## src/rtl/frame_scheduler.sv

```systemverilog
// Frame scheduler: launches one draw per scene, waits for draw and raster drain,
// then swaps framebuffers on vsync. A stuck frame is aborted by a cycle timeout.
module frame_scheduler #(
  parameter int TIMEOUT_CYCLES = 2000000,
  parameter int FCNT_W         = 16
) (
  input  logic              clk,
  input  logic              rst,
  input  logic              enable,
  input  logic              create_done,
  input  logic              spi_busy,
  output logic              draw_start,
  input  logic              draw_done,
  input  logic              raster_idle,
  input  logic              vsync,
  output logic              buf_sel,
  output logic [FCNT_W-1:0] frame_cnt,
  output logic              timeout_err,
  output logic              busy
);

  localparam int TW = (TIMEOUT_CYCLES > 2) ? $clog2(TIMEOUT_CYCLES) : 1;
  localparam logic [TW-1:0] TIMEOUT_LAST = TW'(TIMEOUT_CYCLES - 1);

  typedef enum logic [2:0] {
    IDLE,
    START,
    ACK,
    DRAW,
    DRAIN,
    WAIT_VSYNC,
    SWAP
  } state_t;

  state_t        state;
  logic [TW-1:0] tcnt;

  // ACK only looks for draw_done low, so a done level left over from the
  // previous frame can never be mistaken for completion of this one.
  always_ff @(posedge clk or posedge rst) begin
    if (rst) begin
      state       <= IDLE;
      draw_start  <= 1'b0;
      buf_sel     <= 1'b0;
      frame_cnt   <= '0;
      timeout_err <= 1'b0;
      busy        <= 1'b0;
      tcnt        <= '0;
    end else begin
      draw_start <= 1'b0;
      case (state)
        IDLE: begin
          if (enable && create_done && !spi_busy) begin
            state      <= START;
            draw_start <= 1'b1;
            busy       <= 1'b1;
          end
        end
        START: begin
          tcnt  <= '0;
          state <= ACK;
        end
        ACK, DRAW, DRAIN: begin
          // Timeout wins over any transition that would happen on the same edge.
          if (tcnt == TIMEOUT_LAST) begin
            timeout_err <= 1'b1;
            state       <= IDLE;
            busy        <= 1'b0;
          end else begin
            tcnt <= tcnt + TW'(1);
            if (state == ACK && !draw_done) begin
              state <= DRAW;
            end else if (state == DRAW && draw_done) begin
              state <= DRAIN;
            end else if (state == DRAIN && raster_idle) begin
              state <= WAIT_VSYNC;
            end
          end
        end
        WAIT_VSYNC: begin
          if (vsync) begin
            state <= SWAP;
          end
        end
        SWAP: begin
          buf_sel   <= ~buf_sel;
          frame_cnt <= frame_cnt + FCNT_W'(1);
          state     <= IDLE;
          busy      <= 1'b0;
        end
        default: begin
          state <= IDLE;
          busy  <= 1'b0;
        end
      endcase
    end
  end

endmodule

```

## config.mk

```make
export PLATFORM = sky130hd
export DESIGN_NAME = frame_scheduler
export DESIGN_NICKNAME = d
export VERILOG_FILES = /design/src/rtl/frame_scheduler.sv
export SDC_FILE = /design/constraint.sdc
export NUM_CORES = 1
export LEC_CHECK = 0
export ABC_CLOCK_PERIOD_IN_PS = 2470
export BUFFER_PORTS_ARGS = -buffer_cell sky130_fd_sc_hd__buf_2
export CAP_MARGIN = 10
export CORE_UTILIZATION = 60
export CTS_BUF_LIST = sky130_fd_sc_hd__clkbuf_8
export DETAILED_ROUTE_END_ITERATION = 8
export PLACE_DENSITY = 0.82
export SYNTH_ARGS = -nofsm -noshare
export SYNTH_HDL_FRONTEND = slang
export SYNTH_SLANG_ARGS = --single-unit
```

## constraint.sdc

```tcl
create_clock -name clk -period 2.47 [get_ports clk]
set_input_delay 0.1235 -clock clk [delete_from_list [all_inputs] [get_ports clk]]
set_output_delay 0.1235 -clock clk [all_outputs]
set_load 0.05 [all_outputs]
```

==> summary.txt <==
Clock tree
  – Post-CTS Resized: 0
  – H-tree Lvls: 2
  – Clock-pin slew on the worst setup and hold paths: 80 ps
  – Clk buf depth: 2
  – Worst skew pair latency: 300 ps
  – Sink Count: 44
  – CTS buffer count: 5
  – Hold_buf cts: 1
  – Postcts setup bufs: 0
  – CTS tree: done
  – Clock root cell: clkbuf_8

Synthesis
  – Synth Area in Compound Gates: 12.6%
  – Gate Count Post-Synth: 227
  – Synth cell count leaders: dfrtp_1, nor2_1, nand3_1, nand2_1, xnor2_1
  – Fraction of the mapped netlist area in adder cells: under 10%
  – Net count after synthesis: 237
  – Post-synthesis mux area share: 0.953%
  – Largest family of logic cells by synthesized area: simple AND/OR/NAND/NOR gates
  – Syn Area/Cell: 9.83 µm²
  – Unique masters post-synth: 43
  – Seq cells post-synth: 44
  – Most used DFF post-synth: dfrtp_1
  – Area contributors post-synth: dfrtp_1, xnor2_1, nand3_1, xor2_1, nor2_1
  – Number of flops mapped to enable cells by yosys: 0
  – Fraction of registers with async set/reset: 100%
  – Sequential area share after synthesis: between 40% and 50%
  – Area share of the largest cell type after synthesis: 49.3%
  – Synth Area in Simple Gates: 23.9%
  – Count leader, synth: dfrtp_1
  – Top cell type by total area after synthesis: dfrtp_1
  – Post-Synth XOR/XNOR Area: a little under a tenth
  – Post-Syn Area: 2230 µm²
  – Syn. warnings: 0

Cells and area
  – Finished Core Util: 73.7%
  – Post-route cell area: approximately 2500 µm²
  – Final nets: 270
  – Non-filler cells, final: 307
  – Number of diodes: 0
  – Synth-to-layout area growth: 13.6%
  – Share of cells above drive strength 1: 18.0%

Power and ir drop
  – Clock share of power: 20.4%
  – Net Sw Power: 0.901 mW
  – P_int: about 1.3 mW
  – Sequential share of power: 42.7%
  – Pwr Total: 2.22 mW
  – Pwr dens: 877 nW/µm²
  – LEAKAGE: 1.16 nW
  – Worst VDD drop: 0.714 mV
  – Sw Ratio: 40.5%
  – Combinational power share: 36.9%

Min path
  – Worst min-delay path category: input port to register

Routing
  – Vias per inst: 6.00
  – Initial DRT Pass Iterations: 4
  – Routed WL: ~4.4 mm
  – Vias: 1843
  – Drt wl/cell: between 10 and 15 µm
  – Post-DRT Antenna Nets: 0
  – Residual DRC: 0
  – DR iter-0 viols: 145

GRT
  – First-pass GRT wire length: around 7.7 mm
  – Global route overflow: 0
  – GRT Overall Usage: 24.9%
  – Antenna violations before repair: 0
  – Largest net degree at the start of global routing: 29
  – Vias in the first global route: between 1500 and 2000

Placement
  – Hpwl dp: 3.22 mm
  – Placed Area: 2440 µm²
  – Placed cell count: 298
  – Final GP Congestion: 0.848
  – Buffers on Ports: 27

Timing
  – Clk_skew: 4.16 ps
  – Slew headroom: 35.2%
  – Worst-margin pin slew: ~970 ps
  – Max-slew violation count: 0
  – Final setup fails: 0
  – Final Hold Fails: 0
  – Setup tns final: 0 ps
  – F_max: 474 MHz
  – RSZ-0062 raised after global routing: false
  – Clock period minus worst slack: 2110 ps
  – Final period utilization: a little under nine tenths

Worst setup path
  – Worst path arrival time: roughly 2300 ps
  – Setup crit start kind: register
  – Setup crit end kind: register
  – Crit Path Max Fanout: 8
  – Req. time, crit path: about 2700 ps
  – Critical path type: register to register

Flow run
  – Max cap viols: 0

Run status
  – Status: finished, final reports clean

Floorplanning
  – Die span in y: 63.0 µm
  – Starting Density: 64.8%
  – FP Rows: 21
  – Core area: roughly 3400 µm²
  – IO Pins: 28
  – Die width: around 63 µm
  – Die area: around 4000 µm²
sequential cells by signal, summed over array words and instances (netlist names):
register and flops:
draw_start 1, timeout_err 1, busy 1, state 3, tcnt 21, buf_sel 1, frame_cnt 16
power groups by stage:
stage | Combinational, mW | Clock (mW) | Sequential, mW
detailed placement | 0.814 | 0 | 0.962
global route | 0.898 | 0.493 | 0.966
global placement | 0.799 | 0 | 0.956
finish | 0.821 | 0.454 | 0.949
CTS | 0.817 | 0.463 | 0.948
floorplan | 0.457 | 0 | 1.11
stage by stage:
step / hold WS (ps) / worst slack, ps
2_1_floorplan: 286 / 568
3_3_place_gp: 253 / 475
3_5_place_dp: 260 / 402
4_1_cts: 116 / 374
5_1_grt: 142 / 191
6_report: 115 / 361
logic make-up after synthesis:
group | count (synthesis)
simple gates | 99
flops | 44
compound gates | 41
xor+xnor | 24
buf+inv | 15
mux | 2
fa+ha+maj | 2
final cells by class:
cell class                 instances  area [µm²]
fill                             254         906
timing repair buffer              34         190
inverter                           7        26.3
tap                               46        57.6
sequential                        44        1100
multi-input combinational        168        1070
clock buffer                       6        82.6
clock inverter                     2        7.51
routing by layer:
metal / track usage (%) / wire length (µm) / share of wire (%)
met3: 5.84 / 169 / 3.8
met2: 41.3 / 2200 / 50
met5: 0 / 0 / 0
met4: 10.2 / 61 / 1.4
met1: 31.1 / 1990 / 45
worst paths after layout:
path	start	end	slack [ps]	cells past startpoint
setup reg to reg	tcnt[7]	state[1]	360	5
setup / recovery	tcnt[7]	state[1]	360	5
min in group asynchronous	rst	frame_cnt[11]	470	3
hold / removal	draw_done	state[2]	120	3
max in group asynchronous	rst	tcnt[0]	1320	4
hold reg to reg	timeout_err	timeout_err	480	1
worst max-delay path: stages (launching register included):
cell	delay, ps
dfrtp_1	440
nor4_1	330
nand4_1	330
nor2_1	490
o21ai_0	140
a31o_2	260
cells in the final DEF, fill, tap and decap left out, types with 7 or more instances in the layout:
cell,instances
dfrtp_1,44
buf_2,27
nor2_1,19
nand3_1,18
nand2_1,15
xnor2_1,14
nand4_1,10
xor2_1,10
o21ai_0,9
inv_1,8
a21oi_1,7
No activity file was read; power rests on OpenSTA's default activity.
